**src/rtl/pwm_timer_pkg.sv**
```systemverilog
// pwm_timer_pkg: shared types and defaults
// for the multi-channel PWM/interval timer
package pwm_timer_pkg;

  typedef enum logic {
    IDLE = 1'b0,
    RUN  = 1'b1
  } ch_state_e;

  typedef enum logic {
    CONT    = 1'b0,
    ONESHOT = 1'b1
  } ch_mode_e;

  localparam int NUM_CH_DEF  = 4;
  localparam int CNT_W_DEF   = 16;
  localparam int PRESC_W_DEF = 8;

endpackage

```
**src/rtl/pwm_timer_ch.sv**
```systemverilog
// pwm_timer_ch: one timer channel
// FSM, counter, shadowed period/duty
module pwm_timer_ch
  import pwm_timer_pkg::*;
#(
  parameter int CNT_W = CNT_W_DEF
) (
  input  logic             clk,
  input  logic             rst_n,
  input  logic             enable,
  input  logic             ce,
  input  logic             ch_en,
  input  logic             mode,
  input  logic             start,
  input  logic             cfg_wr,
  input  logic [CNT_W-1:0] period,
  input  logic [CNT_W-1:0] duty,
  output logic             pulse,
  output logic             tick,
  output logic             busy
);

  ch_state_e        state;
  ch_state_e        state_n;
  logic [CNT_W-1:0] cnt;
  logic [CNT_W-1:0] cnt_n;
  logic [CNT_W-1:0] act_p;
  logic [CNT_W-1:0] act_d;
  logic [CNT_W-1:0] pend_p;
  logic [CNT_W-1:0] pend_d;
  logic             pend_valid;
  logic [CNT_W-1:0] last;
  logic             run;
  logic             wrap;
  logic             load;
  logic             oneshot;

  assign run     = (state == RUN);
  assign oneshot = (ch_mode_e'(mode) == ONESHOT);
  // period 0 behaves as period 1
  assign last = (act_p == '0) ? '0
              : act_p - CNT_W'(1);
  assign wrap = run && ce && (cnt == last);
  assign load = pend_valid && (!run || wrap);

  // next state and counter
  always_comb begin
    state_n = state;
    cnt_n   = cnt;
    unique case (state)
      IDLE: begin
        if (enable && ch_en
            && (!oneshot || start)) begin
          state_n = RUN;
          cnt_n   = '0;
        end
      end
      RUN: begin
        if (!ch_en) begin
          state_n = IDLE;
          cnt_n   = '0;
        end else if (wrap) begin
          cnt_n = '0;
          if (oneshot) state_n = IDLE;
        end else if (ce) begin
          cnt_n = cnt + CNT_W'(1);
        end
      end
    endcase
  end

  // state register
  always_ff @(posedge clk or negedge rst_n) begin
    if (!rst_n) begin
      state <= IDLE;
      cnt   <= '0;
    end else begin
      state <= state_n;
      cnt   <= cnt_n;
    end
  end

  // shadow: later cfg_wr wins pend_valid
  always_ff @(posedge clk or negedge rst_n) begin
    if (!rst_n) begin
      act_p      <= '0;
      act_d      <= '0;
      pend_p     <= '0;
      pend_d     <= '0;
      pend_valid <= 1'b0;
    end else begin
      if (load) begin
        act_p      <= pend_p;
        act_d      <= pend_d;
        pend_valid <= 1'b0;
      end
      if (cfg_wr) begin
        pend_p     <= period;
        pend_d     <= duty;
        pend_valid <= 1'b1;
      end
    end
  end

  // registered outputs
  always_ff @(posedge clk or negedge rst_n) begin
    if (!rst_n) begin
      pulse <= 1'b0;
      tick  <= 1'b0;
      busy  <= 1'b0;
    end else begin
      pulse <= enable && run && (cnt < act_d);
      tick  <= wrap;
      busy  <= run;
    end
  end

endmodule

```
**src/rtl/pwm_timer_mc.sv**
```systemverilog
// pwm_timer_mc: multi-channel PWM/interval timer
// PWM_TIMER_MC_IRQ_EN adds irq_clr/irq_stat/irq
module pwm_timer_mc
  import pwm_timer_pkg::*;
#(
  parameter int NUM_CH  = NUM_CH_DEF,
  parameter int CNT_W   = CNT_W_DEF,
  parameter int PRESC_W = PRESC_W_DEF
) (
  input  logic                    clk,
  input  logic                    rst_n,
  input  logic                    enable,
  input  logic [PRESC_W-1:0]      presc,
  input  logic [NUM_CH-1:0]       ch_en,
  input  logic [NUM_CH-1:0]       mode,
  input  logic [NUM_CH-1:0]       start,
  input  logic                    cfg_wr,
  input  logic [NUM_CH*CNT_W-1:0] period,
  input  logic [NUM_CH*CNT_W-1:0] duty,
`ifdef PWM_TIMER_MC_IRQ_EN
  input  logic [NUM_CH-1:0]       irq_clr,
  output logic [NUM_CH-1:0]       irq_stat,
  output logic                    irq,
`endif
  output logic [NUM_CH-1:0]       pulse,
  output logic [NUM_CH-1:0]       tick,
  output logic [NUM_CH-1:0]       busy
);

  logic [PRESC_W-1:0] pcnt;
  logic               pwrap;
  logic               ce;

  // shrinking presc below pcnt rolls over now
  assign pwrap = (pcnt >= presc);
  assign ce    = enable && pwrap;

  // shared prescaler, holds while disabled
  always_ff @(posedge clk or negedge rst_n) begin
    if (!rst_n) begin
      pcnt <= '0;
    end else if (enable) begin
      pcnt <= pwrap ? '0 : pcnt + PRESC_W'(1);
    end
  end

  for (genvar i = 0; i < NUM_CH; i++) begin : g_ch
    pwm_timer_ch #(
      .CNT_W (CNT_W)
    ) u_ch (
      .clk    (clk),
      .rst_n  (rst_n),
      .enable (enable),
      .ce     (ce),
      .ch_en  (ch_en[i]),
      .mode   (mode[i]),
      .start  (start[i]),
      .cfg_wr (cfg_wr),
      .period (period[i*CNT_W +: CNT_W]),
      .duty   (duty[i*CNT_W +: CNT_W]),
      .pulse  (pulse[i]),
      .tick   (tick[i]),
      .busy   (busy[i])
    );
  end

`ifdef PWM_TIMER_MC_IRQ_EN
  logic [NUM_CH-1:0] irq_stat_n;

  assign irq_stat_n = (irq_stat & ~irq_clr)
                    | tick;

  // sticky status, set beats clear
  always_ff @(posedge clk or negedge rst_n) begin
    if (!rst_n) begin
      irq_stat <= '0;
      irq      <= 1'b0;
    end else begin
      irq_stat <= irq_stat_n;
      irq      <= |irq_stat_n;
    end
  end
`endif

endmodule

```
**config.mk**
```make
export PLATFORM = sky130hd
export DESIGN_NAME = pwm_timer_mc
export DESIGN_NICKNAME = d
export VERILOG_FILES = /design/src/rtl/pwm_timer_pkg.sv /design/src/rtl/pwm_timer_ch.sv /design/src/rtl/pwm_timer_mc.sv
export SDC_FILE = /design/constraint.sdc
export NUM_CORES = 1
export LEC_CHECK = 0
export ABC_AREA = 1
export CELL_PAD_IN_SITES_DETAIL_PLACEMENT = 0
export CELL_PAD_IN_SITES_GLOBAL_PLACEMENT = 1
export CORE_ASPECT_RATIO = 1.4
export CORE_UTILIZATION = 47
export CTS_CLUSTER_SIZE = 8
export DETAILED_ROUTE_END_ITERATION = 10
export GPL_TIMING_DRIVEN = 0
export MAX_ROUTING_LAYER = met4
export PLACE_DENSITY = 0.9
export REMOVE_ABC_BUFFERS = 1
export SETUP_SLACK_MARGIN = 0.1
export SLEW_MARGIN = 0
export SYNTH_ARGS = -nofsm -noshare
export SYNTH_HDL_FRONTEND = slang
export SYNTH_SLANG_ARGS = --single-unit
```
**constraint.sdc**
```tcl
create_clock -name clk -period 4.1 [get_ports clk]
set_clock_uncertainty 0.1 [all_clocks]
set_input_delay 0.615 -clock clk [delete_from_list [all_inputs] [get_ports clk]]
set_output_delay 0.615 -clock clk [all_outputs]
set_load 0.02 [all_outputs]
```
## Word-level counts from Yosys, hierarchy flattened

Cells that the tools add are included.

- Bits in read-only memories: 0
- Memories kept: 0
- Input port bits: 152
- Bits in registers: 348
- Word-level logic and storage cells: 181
- Output and inout bits: 12
- Latch bits: 0
- Bits in writable memories: 0

- Shift-type cells: 0
- Divide/modulo/power cells: 0
- $mul: 0
- Eq/ne operators: 12
- Bitwise logic cells: 4
- Reduce and logical (&&, ||, !) cells: 57
- $add $sub $neg: 9
- $lt $le $gt $ge: 5
- Mux-type cells: 53

Operators with widths:

| kind | count |
|---|---|
| 2-to-1 mux 16 bit | 20 |
| one-hot mux 16 bit (2 select lines) | 4 |
| adder 16 x 1 -> 16 bit (second input constant) | 4 |
| == test 16 bit | 4 |
| zero test 16 bit | 4 |
| < comparator 16 bit | 4 |
| subtractor 16 x 1 -> 16 bit (second input constant) | 4 |
| logical AND 1 bit | 29 |
| 2-to-1 mux 1 bit | 24 |
| != test 4 bit (second input constant) | 3 |
| adder 8 x 1 -> 8 bit (second input constant) | 1 |
| >= comparator 8 bit | 1 |
| zero test 1 bit | 8 |
| logical OR 1 bit | 8 |
| 2-to-1 mux 8 bit | 1 |
| != test 2 x 1 -> 1 bit (second input constant) | 4 |
| one-hot mux 1 bit (2 select lines) | 4 |
| AND reduction 2 bit | 4 |
| nonzero test 2 bit | 4 |
| != test 4 x 3 -> 1 bit (second input constant) | 1 |
| NOT 1 bit | 4 |

## Depth between registers and ports, before layout

- Word-level depth: 8
- Depth in mapped cells: 19
- Gate-level depth less buffers: 18

## Hierarchy

From an unflattened synthesis, not the netlist that was laid out.

- Cells, all modules: 2680
- Area, all modules: 19762.7 um^2

Modules (own cells, without submodules):

| module | area an instance (um^2) | times used | cells each | sequential area each (um^2) |
|---|---|---|---|---|
| pwm_timer_ch | 4775.8 | 4 | 648 | 2127.0 |
| pwm_timer_mc | 659.4 | 1 | 88 | 200.2 |

## Least setup slack after synthesis

OpenSTA, ideal clock, no wires.

- Path kind: input to register
- Start point: in presc[7]
- End point: reg g_ch[2].u_ch.cnt[10]
- Setup time: 0.119 ns
- Path slack: 1.418 ns
- Stages on the path: 13
- Required time: 3.881 ns
- Arrival time: 2.463 ns
- Buffers on the path: 2
- Cells stage by stage: inv_1 -> ha_1 -> a21oi_1 -> o21a_1 -> nand3_1 -> nand2_1 -> clkbuf_1 -> nand3_1 -> o21ai_1 -> nor2_1 -> buf_2 -> nand4_1 -> nand2_1

- Cells in the longest elaborated chain, start to end: 7
- Elaborated cells on any way between the ends: 9
- Classes of those cells: 1 x order compare; 1 x eq/ne; 3 x mux; 4 x reduce/logical

RTL lines:

| item | RTL line | text |
|---|---|---|
| start, declared | pwm_timer_mc.sv:13 | `input logic [PRESC_W-1:0] presc,` |
| >= comparator 8 bit * | pwm_timer_mc.sv:35 | `assign pwrap = (pcnt >= presc);` |
| logical AND 1 bit * | pwm_timer_mc.sv:36 | `assign ce = enable && pwrap;` |
| logical AND 1 bit (2 in series) | pwm_timer_ch.sv:43 | `assign wrap = run && ce && (cnt == last);` |
| 2-to-1 mux 16 bit | pwm_timer_ch.sv:62 | `end else if (wrap) begin` |
| 2-to-1 mux 16 bit | pwm_timer_ch.sv:59 | `if (!ch_en) begin` |
| one-hot mux 16 bit (2 select lines) | pwm_timer_ch.sv:50 | `unique case (state)` |
| end signal, assigned | pwm_timer_ch.sv:79 | `cnt <= cnt_n;` |
| end, declared | pwm_timer_ch.sv:25 | `logic [CNT_W-1:0] cnt;` |

Mark *: on every way between the ends. The rest lies on a longest branch, timed or not.
A chain may end at the register's enable or synchronous reset.

## Final worst setup path

- Start point: in enable
- End point: reg g_ch[2].u_ch.cnt[9]

- Cells in the longest elaborated chain, start to end: 6
- Elaborated cells on any way between the ends: 11
- Classes of those cells: 2 x eq/ne; 3 x mux; 6 x reduce/logical

RTL lines:

| item | RTL line | text |
|---|---|---|
| start, declared | pwm_timer_mc.sv:12 | `input logic enable,` |
| logical AND 1 bit | pwm_timer_mc.sv:36 |  |
| logical AND 1 bit (2 in series) | pwm_timer_ch.sv:43 |  |
| 2-to-1 mux 16 bit | pwm_timer_ch.sv:62 |  |
| 2-to-1 mux 16 bit | pwm_timer_ch.sv:59 |  |
| one-hot mux 16 bit (2 select lines) | pwm_timer_ch.sv:50 |  |

Parallel ways exist; a longest one is shown, timed or not.

==> flow_summary.yaml <==
critical_path:
  crit_arrival_ps: 4040
  r2r_slack_ps: 530
  critPathLaunchType: "input port"
  r2r_start: "g_ch[3].u_ch.act_p[0]$_DFFE_PN0P_"
  critPathRequiredTime_ps: 4490
  crit_chain: "clkdlybuf4s50_1 > clkinv_1 > a211oi_1 > o21ai_1 > nor2_2 > nand4_1 > nand2_1"
  crit_path_end: "g_ch[2].u_ch.cnt[9]$_DFFE_PN0P_"
  crit_slowest_cell: "clkdlybuf4s50_1"
  path_class: "input port to flop"
  end_kind: "flop"
  critPathLaunch: "enable"
  r2r_end: "g_ch[3].u_ch.act_d[15]$_DFFE_PN0P_"
  crit_fanout: 17
  r2r_cells: 14
  max_stage_delay_ps: 800
place:
  gp_congestion: 0.863
  dpl.hpwl_um: 33800
  placed_cell_area_mm2: 0.0217
  port_buffers: 163
  pre_cts_ws_ps: -552
sta:
  report.final.setup_viol: 0
  worst_pin_slew_ps: 1290
  setup_slack_ps: 449
  slew_viol_final: 0
  holdWs_ps: 347
  fin_tns_setup_ps: 0
  max-slew-margin-rel: 0.143
  rsz0062_at_grt: "false"
  fmax_ghz: 0.274
  period_minus_slack_ps: 3650
  finalCritPeriodShare: 0.891
  finalHoldViolCount: 0
yosys:
  async_reset_ff_frac: 1.00
  syn-mean-instance-area_um2: 7.36
  yosys.cell_types.count: 40
  netlist_area_mm2: 0.0199
  yosys_register_bits: 348
  ys.flop_type: "dfrtp_1"
  yosysTopAreaCell: "dfrtp_1"
  syn_inst: 2704
  synth_edf_count: 0
  yosysWarnings: 0
  netlist.area_leader.share: 0.437
  synth_seq_area_share: 0.437
  ys_top_cells_by_area: "dfrtp_1, nand2_1, nand3_1, inv_1, ha_1"
global_routing:
  track_usage: 0.239
  grt_pass1_vias: 17200
  antenna_found_initial: 1
  grt_pass1_wl_um: 82300
  grt_max_degree: 123
  overflow: 0
clocking:
  path_clk_slew_ps: 50
  cts.sinks: 348
  cts_tree: "done"
  cts_buffer_depth: 3
  clkLatencyLatePin_ps: 570
  cts_buffers: 49
  clock-root-buffer: "clkbuf_16"
  htree_num_levels: 2
  postCtsSetupBuffers: 0
power:
  power_density_mw_per_mm2: 435
  irDropWorstVdd_mv: 0.311
  p_leak_nw: 12.1
final_layout:
  finalNetCount: 3038
  regArea_mm2: 0.00871
  multi_input_area_mm2: 0.00953
  drive_gt1_frac: 0.0384
  design_area_mm2: 0.0230
  utilization: 0.555
  area_growth_pct: 15.6
  num-fill-cells: 3983
detailed_routing:
  firstDrtPassIters: 5
  wl_um: 48000
  final_antenna_net_count: 0
  wire_per_inst_um: 14.3
  vias_per_cell: 5.19
  dr_total_vias: 17400
  drc: 0
  first_iter_violations: 906
floorplan:
  die_y_um: 246
  die_width_um: 176
  core_mm2: 0.0415
  design.portCount: 164
  start_util: 0.480
  rows: 88
  dieArea_mm2: 0.0432
min_path:
  worstHoldPathType: "input port to async pin"
run_status:
  status: "finished, final reports clean"
flow_run:
  maxCapViolations: 0
==> critical path: cells and delay by family <==
family	cells	cell delay, ps
AND/OR/NAND/NOR	3	1040
AO/OA/AOI/OAI	2	940
buffers and inverters	2	1420
==> sequential cells by signal (all words and copies together), names as in the netlist, 8 cells and up <==
name,count
g_ch.u_ch.pend_p,64
g_ch.u_ch.act_d,64
pcnt,8
g_ch.u_ch.pend_d,64
g_ch.u_ch.cnt,64
g_ch.u_ch.act_p,64
==> stage by stage <==
step	instances	power (mW)
after global placement	3292	6.44
after CTS	3352	10.1
after floorplan	2589	5.73
after detailed placement	3297	6.50
final	3353	10.0
after global routing	3353	10.7
==> per-layer routing <==
metal | wire [um] | part of all wire | GRT usage | up-vias
li1 | - | - | - | 8829
met1 | 19900 | 0.41 | 0.275 | 8177
met2 | 25000 | 0.52 | 0.429 | 299
met3 | 1750 | 0.036 | 0.0283 | 86
met4 | 1380 | 0.029 | 0.0783 | 0
met5 | 0 | 0 | - | -
==> cells in the mapped netlist, types with 8 or more instances <==
cell      instances
nor4_1            9
dfrtp_1         348
buf_2            11
nand3_1         272
buf_1             8
a21oi_1          40
o22ai_1          15
nand2_4           8
xor2_1           48
o21bai_1         12
nor2_1          153
inv_1           269
ha_1             77
buf_4            25
buf_6            17
nand2_1        1092
o21ai_0          30
clkbuf_1         54
nand4_1         112
nor3_1           26
nor2_2           17
==> cell type report <==
class,count,share of cell area
Timing Repair Buffer,169,0.0774
Antenna cell,1,0.000109
Multi-Input combinational cell,1968,0.414
Tap cell,540,0.0293
Clock inverter,2,0.000598
Sequential cell,348,0.378
Inverter,273,0.0447
Clock buffer,52,0.0556
==> cell families (layout without fill, tap and decap cells) <==
logic type | count (synthesis) | in the layout | synth area share
AOI/OAI and AO/OA | 121 | 121 | 0.0360
xor gates and xnor gates | 53 | 53 | 0.0237
adders and majority gates | 77 | 77 | 0.0484
buffers and inverters | 388 | 496 | 0.0850
DFF | 348 | 348 | 0.437
other | 0 | 1 | 0
and+or+nand+nor | 1717 | 1717 | 0.369
==> how the worst min path moves through the flow <==
stage                                       startpoint                                   to  slack, ps  cells after the start
finish                                           rst_n  g_ch[0].u_ch.pend_p[14]$_DFFE_PN0P_        350                      2
global route                                     rst_n  g_ch[0].u_ch.pend_p[14]$_DFFE_PN0P_        330                      2
CTS                                              rst_n  g_ch[0].u_ch.pend_p[10]$_DFFE_PN0P_        320                      2
detailed placement                               rst_n  g_ch[0].u_ch.pend_p[14]$_DFFE_PN0P_        320                      1
global placement    g_ch[0].u_ch.pend_d[3]$_DFFE_PN0P_   g_ch[0].u_ch.pend_d[3]$_DFFE_PN0P_        350                      2
floorplan                                        rst_n    g_ch[0].u_ch.act_d[0]$_DFFE_PN0P_        220                      0
==> power by group <==
group          internal [mW]  switching, mW
clock network           2.16           1.41
registers               3.85          0.399
logic                  0.848           1.35
==> cells in the final DEF, fill, tap and decap left out, types with 6 or more instances in the layout <==
| cell type | netlist | routed |
|---|---|---|
| a211oi_1 | 6 | 6 |
| a21oi_1 | 40 | 40 |
| clkbuf_16 | 0 | 51 |
| clkdlybuf4s50_1 | 0 | 161 |
| dfrtp_1 | 348 | 348 |
| ha_1 | 77 | 77 |
| inv_1 | 269 | 269 |
| nand2_1 | 1092 | 1090 |
| nand2_2 | 5 | 7 |
| nand2_4 | 8 | 7 |
| nand3_1 | 272 | 272 |
| nand3b_1 | 6 | 6 |
| nand4_1 | 112 | 112 |
| nor2_1 | 153 | 150 |
| nor2_2 | 17 | 20 |
| nor3_1 | 26 | 26 |
| nor4_1 | 9 | 9 |
| o21ai_0 | 30 | 30 |
| o21bai_1 | 12 | 12 |
| o22ai_1 | 15 | 15 |
| xor2_1 | 48 | 48 |
==> what timing repair did <==
item / CTS / global route
hold buffers: 1 / 0
hold endpoints to repair: 5 / 0
resized for setup: 1 / 5
setup endpoints to repair: 16 / 157
Power figures use the tool's default switching activity.
